--- src/rtl/id_ex_stage.sv ---
// ID/EX pipeline register for the 5-stage RISC-V core: captures decode state, forwards
// MEM/WB results into the ALU operands, and turns load-use hazards into stall + bubble.
module id_ex_stage #(
    parameter int XLEN = 32,
    parameter int REGW = 5,
    parameter int CNTW = 16
) (
    input  logic            clk,
    input  logic            rst_n,
    input  logic [XLEN-1:0] RD1D,
    input  logic [XLEN-1:0] RD2D,
    input  logic [XLEN-1:0] ImmExtD,
    input  logic [XLEN-1:0] PCD,
    input  logic [REGW-1:0] Rs1D,
    input  logic [REGW-1:0] Rs2D,
    input  logic [REGW-1:0] RdD,
    input  logic            RegWriteD,
    input  logic [1:0]      ResultSrcD,
    input  logic            MemWriteD,
    input  logic            ALUSrcD,
    input  logic            BranchD,
    input  logic            JumpD,
    input  logic [2:0]      ALUControlD,
    input  logic [XLEN-1:0] ALUResultM,
    input  logic [REGW-1:0] RdM,
    input  logic            RegWriteM,
    input  logic [XLEN-1:0] ResultW,
    input  logic [REGW-1:0] RdW,
    input  logic            RegWriteW,
    input  logic            FlushE,
    output logic [XLEN-1:0] SrcAE,
    output logic [XLEN-1:0] SrcBE,
    output logic [XLEN-1:0] WriteDataE,
    output logic [2:0]      ALUControlE,
    output logic            RegWriteE,
    output logic [1:0]      ResultSrcE,
    output logic            MemWriteE,
    output logic            BranchE,
    output logic            JumpE,
    output logic [REGW-1:0] RdE,
    output logic [XLEN-1:0] PCE,
    output logic [XLEN-1:0] ImmExtE,
    output logic            StallF,
    output logic            StallD,
    output logic [CNTW-1:0] StallCount
);

    typedef struct packed {
        logic [XLEN-1:0] rd1;
        logic [XLEN-1:0] rd2;
        logic [XLEN-1:0] imm;
        logic [XLEN-1:0] pc;
        logic [REGW-1:0] rs1;
        logic [REGW-1:0] rs2;
        logic [REGW-1:0] rd;
        logic            regwrite;
        logic [1:0]      resultsrc;
        logic            memwrite;
        logic            alusrc;
        logic            branch;
        logic            jump;
        logic [2:0]      aluctl;
    } ex_regs_t;

    localparam logic [CNTW-1:0] cnt_one = CNTW'(1);

    ex_regs_t        d_regs;
    ex_regs_t        e_regs;
    logic            lwstall;
    logic            bubble;
    logic [XLEN-1:0] fwd_a;
    logic [XLEN-1:0] fwd_b;

    assign d_regs = '{
        rd1: RD1D, rd2: RD2D, imm: ImmExtD, pc: PCD,
        rs1: Rs1D, rs2: Rs2D, rd: RdD,
        regwrite: RegWriteD, resultsrc: ResultSrcD, memwrite: MemWriteD,
        alusrc: ALUSrcD, branch: BranchD, jump: JumpD, aluctl: ALUControlD
    };

    // A load in EX whose destination is read by the instruction in decode cannot be forwarded in time.
    assign lwstall = (e_regs.resultsrc == 2'b01) && (e_regs.rd != '0) &&
                     ((e_regs.rd == Rs1D) || (e_regs.rd == Rs2D));
    assign StallF  = lwstall;
    assign StallD  = lwstall;
    assign bubble  = lwstall || FlushE;

    always_ff @(posedge clk or negedge rst_n) begin
        if (!rst_n) begin
            e_regs     <= '0;
            StallCount <= '0;
        end else begin
            // NOTE: non-blocking so the whole E bundle and the counter sample pre-edge values together.
            e_regs <= bubble ? '0 : d_regs;
            if (lwstall && (StallCount != '1)) begin
                StallCount <= StallCount + cnt_one;
            end
        end
    end

    // MEM is the younger producer, so it wins over WB; x0 is never a forwarding source.
    always_comb begin
        // NOTE: defaults first so every path assigns and no latch is inferred.
        fwd_a = e_regs.rd1;
        fwd_b = e_regs.rd2;
        if (RegWriteM && (RdM != '0) && (RdM == e_regs.rs1)) begin
            fwd_a = ALUResultM;
        end else if (RegWriteW && (RdW != '0) && (RdW == e_regs.rs1)) begin
            fwd_a = ResultW;
        end
        if (RegWriteM && (RdM != '0) && (RdM == e_regs.rs2)) begin
            fwd_b = ALUResultM;
        end else if (RegWriteW && (RdW != '0) && (RdW == e_regs.rs2)) begin
            fwd_b = ResultW;
        end
    end

    assign SrcAE       = fwd_a;
    assign WriteDataE  = fwd_b;
    assign SrcBE       = e_regs.alusrc ? e_regs.imm : fwd_b;
    assign ALUControlE = e_regs.aluctl;
    assign RegWriteE   = e_regs.regwrite;
    assign ResultSrcE  = e_regs.resultsrc;
    assign MemWriteE   = e_regs.memwrite;
    assign BranchE     = e_regs.branch;
    assign JumpE       = e_regs.jump;
    assign RdE         = e_regs.rd;
    assign PCE         = e_regs.pc;
    assign ImmExtE     = e_regs.imm;

endmodule

--- config.mk ---
export PLATFORM = sky130hd
export DESIGN_NAME = id_ex_stage
export DESIGN_NICKNAME = d
export VERILOG_FILES = /design/src/rtl/id_ex_stage.sv
export SDC_FILE = /design/constraint.sdc
export NUM_CORES = 1
export LEC_CHECK = 0
export BUFFER_PORTS_ARGS = -buffer_cell sky130_fd_sc_hd__clkbuf_2
export CORE_ASPECT_RATIO = 0.7
export CORE_MARGIN = 10
export CORE_UTILIZATION = 35
export CTS_CLUSTER_SIZE = 16
export DETAILED_ROUTE_END_ITERATION = 12
export PLACE_DENSITY = 0.61
export SETUP_SLACK_MARGIN = 0.2
export SLEW_MARGIN = 25
export SYNTH_ARGS = -nofsm -noshare
export SYNTH_HDL_FRONTEND = slang
export SYNTH_SLANG_ARGS = --single-unit
--- constraint.sdc ---
create_clock -name clk -period 4.8 [get_ports clk]
set_input_delay 1.44 -clock clk [delete_from_list [all_inputs] [get_ports clk]]
set_output_delay 1.44 -clock clk [all_outputs]
set_load 0.1 [all_outputs]
==> results.json <==
{
  "antenna_found_initial": 5,
  "holdPathEnd": "StallCount[6]",
  "setup_viol": 14,
  "critPathMaxStageDelay_ns": 0.56,
  "path_depth": 8,
  "grt_pass1_wl_um": 58000,
  "clockBufferDepth": 2,
  "yosysWarnings": 0,
  "cts_buffers": 17,
  "antenna_left": 0,
  "num-nets-final": 1510,
  "initial_core_util_pct": 36.0,
  "routedWlPerCell_um": 24.5,
  "grt_pass1_vias": 8902,
  "synth_nets": 1082,
  "clock_latency_ns": 0.43,
  "worstMarginPinSlew_ns": 0.929,
  "r2r-start": "RdE[1]",
  "first_iter_violations": 314,
  "max_freq_mhz": 207,
  "crit_top_cell": "buf_12",
  "reg2reg_depth": 7,
  "critPathBufInv": 3,
  "maxCapViolCount": 0,
  "cpMaxStageDelayCell": "or4_4",
  "synth_area_mm2": 0.00861,
  "required_ns": 3.36,
  "fin_skew_ns": 0.00738,
  "synth_top_cell_by_area": "dfrtp_1",
  "slew_headroom_pct": 38.0,
  "core_mm2": 0.0239,
  "cp_cell_sequence": "buf_6 -> or4_4 -> o211ai_4 -> or2_4 -> buf_12 -> a31oi_4 -> mux2_4 -> buf_12",
  "seq_area_frac_synth_pct": 49.1,
  "drive_gt1_share_pct": 61.5,
  "die_y_um": 151,
  "synth-seq-cells": 169,
  "holdCritStartpoint": "StallCount[6]",
  "cts_htree_levels": 4,
  "cts.sinks": 169,
  "post-place-ws_ns": -0.167,
  "syn_inst": 849,
  "final_cell_mix": "318 x clkbuf_2, 168 x dfrtp_1, 155 x and2_1",
  "holdCritPathClass": "register to register",
  "period_minus_slack_ns": 4.83,
  "rsz0062_at_grt": "true",
  "r2r-end": "e_regs[106]",
  "die_w_um": 208,
  "async_reset_ff_share_pct": 100,
  "grt_max_degree": 90,
  "dr.pass1.iters": 4,
  "cts_root_buf": "clkbuf_16",
  "pin_count": 424,
  "end_kind": "primary output",
  "cts_tree": "built",
  "cp_data_arrival_time_ns": 3.39,
  "fp-row-count": 47,
  "synth_edf_count": 0,
  "final_max_slew_viol_count": 0,
  "synth-main-ff-cell": "dfrtp_1",
  "synth_area_per_cell_um2": 10.1,
  "viasPerCell": 5.00,
  "grt_use_total_pct": 24.5,
  "status": "complete, but fails checks",
  "fin_cells": 1612,
  "min_path_cells": 1,
  "die_area_mm2": 0.0314,
  "portBuffers": 423,
  "num_vias": 8059,
  "netlist-cell-type-count": 43,
  "critical_path_class": "input port to primary output",
  "hold_violations": 0,
  "powerDensity_mw_per_mm2": 303,
  "fin_crit_sh_pct": 101,
  "placed_cells": 1538,
  "critPathMaxFanout": 10,
  "routed_wl_um": 39500,
  "final_common_cell": "clkbuf_2",
  "dp_hpwl_um": 28600,
  "cpLargestDelayFamily": "simple AND/OR/NAND/NOR gates",
  "syn2layout_area_growth_pct": 82.7,
  "drc": 0,
  "power.total_mw": 4.78,
  "gp_congestion": 0.844,
  "start_kind": "input port",
  "synth_area_leaders": "dfrtp_1 49%, and2_1 11%, buf_4 6.8%",
  "violations": "negative setup slack",
  "grt-ovfl-total": 0,
  "peakVddDrop_mv": 0.271,
  "clk_pin_slew_ns": 0.06,
  "power_leakage_nw": 6.96,
  "synth_top_area_share_pct": 49.1,
  "fin_ws_ns": -0.0310,
  "reg2reg_setup_slack_ns": 1.71
}
routing by layer:
metal / global-route usage (%) / wire length (um) / vias up / part of all wire (%)
met5: 0 / 27 / - / 0.068
met4: 7.89 / 729 / 4 / 1.8
met3: 9.48 / 3830 / 44 / 9.7
met2: 40.5 / 19300 / 340 / 49
met1: 29.1 / 15600 / 3982 / 40
li1: - / - / 3689 / -
logic make-up after synthesis:
family | share of synthesized area, %
adder cells (fa/ha/maj) | 0.145
flip-flops | 49.1
multiplexers | 5.55
AND/OR/NAND/NOR | 20.8
XOR/XNOR | 4.37
AO/OA/AOI/OAI | 10.4
buffers and inverters | 9.67
registers in the layout, indices dropped and copies added, names as in the netlist:
register     count
ALUControlE      3
BranchE          1
ImmExtE         32
JumpE            1
MemWriteE        1
PCE             32
RdE              5
RegWriteE        1
ResultSrcE       2
StallCount      16
e_regs          75
worst reg2reg max path: cells and delay by family (launching register included):
family,cells,cell delay [ns]
compound gates,2,0.36
buf+inv,3,1.36
simple gates,2,0.84
flops,1,0.44
how the worst max path moves through the flow:
stage | endpoint | start | slack [ns]
4_1_cts | SrcBE[7] | RdM[1] | -0.001
3_3_place_gp | SrcBE[1] | RdW[4] | -0.07
3_5_place_dp | SrcBE[2] | RdM[1] | -0.17
2_1_floorplan | SrcBE[12] | RdM[1] | -0.18
5_1_grt | SrcBE[9] | RdM[1] | -0.08
6_report | SrcBE[13] | RdM[1] | -0.03
cell type report:
cell class	instances	area (um2)
clock inverter	7	96.3
tap	318	398
inverter	2	7.51
multi-input combinational	546	5380
timing repair buffer	541	5150
sequential	169	4230
antenna	5	12.5
clock buffer	24	462
fill	1785	8190
timing repair:
item | in CTS | in global routing
pin swaps | 56 | 31
setup endpoints to repair | 96 | 96
hold buffers | 0 | 0
setup buffers | 21 | 4
cloned | 11 | 2
resized for setup | 202 | 37
report_power, final:
part | internal (mW) | switching, mW
Combinational | 0.627 | 1.24
Clock | 0.778 | 0.577
Sequential | 1.50 | 0.0572
Total | 2.90 | 1.87
cells in the mapped netlist, types with 2 or more instances:
| cell type | instances |
|---|---|
| dfrtp_1 | 169 |
| mux2_2 | 14 |
| xor2_1 | 8 |
| and4_1 | 2 |
| o31a_1 | 21 |
| clkbuf_1 | 33 |
| clkbuf_2 | 7 |
| nor3_1 | 14 |
| a31oi_1 | 11 |
| inv_1 | 2 |
| a21oi_1 | 33 |
| nand3b_1 | 2 |
| o31ai_1 | 32 |
| nor2_1 | 80 |
| nand4_1 | 18 |
| xnor2_1 | 35 |
| nand2_1 | 31 |
| or2_2 | 2 |
| buf_4 | 78 |
| or4_1 | 2 |
| mux2i_1 | 32 |
| and2_1 | 157 |
| o21ai_0 | 2 |
| and3_1 | 3 |
| a211oi_1 | 22 |
| nand3_1 | 11 |
| buf_6 | 2 |
| buf_2 | 11 |
through the flow:
step                      setup TNS, ns  hold WS [ns]  util (%)  instance area, um2
after global routing              -1.31         0.529      65.7               15700
after detailed placement          -3.98         0.501      56.8               13600
after global placement           -0.332         0.486      56.8               13600
after floorplan                   -7.02         0.661         -                9690
final                            -0.256         0.505      65.8               15700
after CTS                      -0.00123         0.510      64.8               15500
Power figures use the tool's default switching activity.
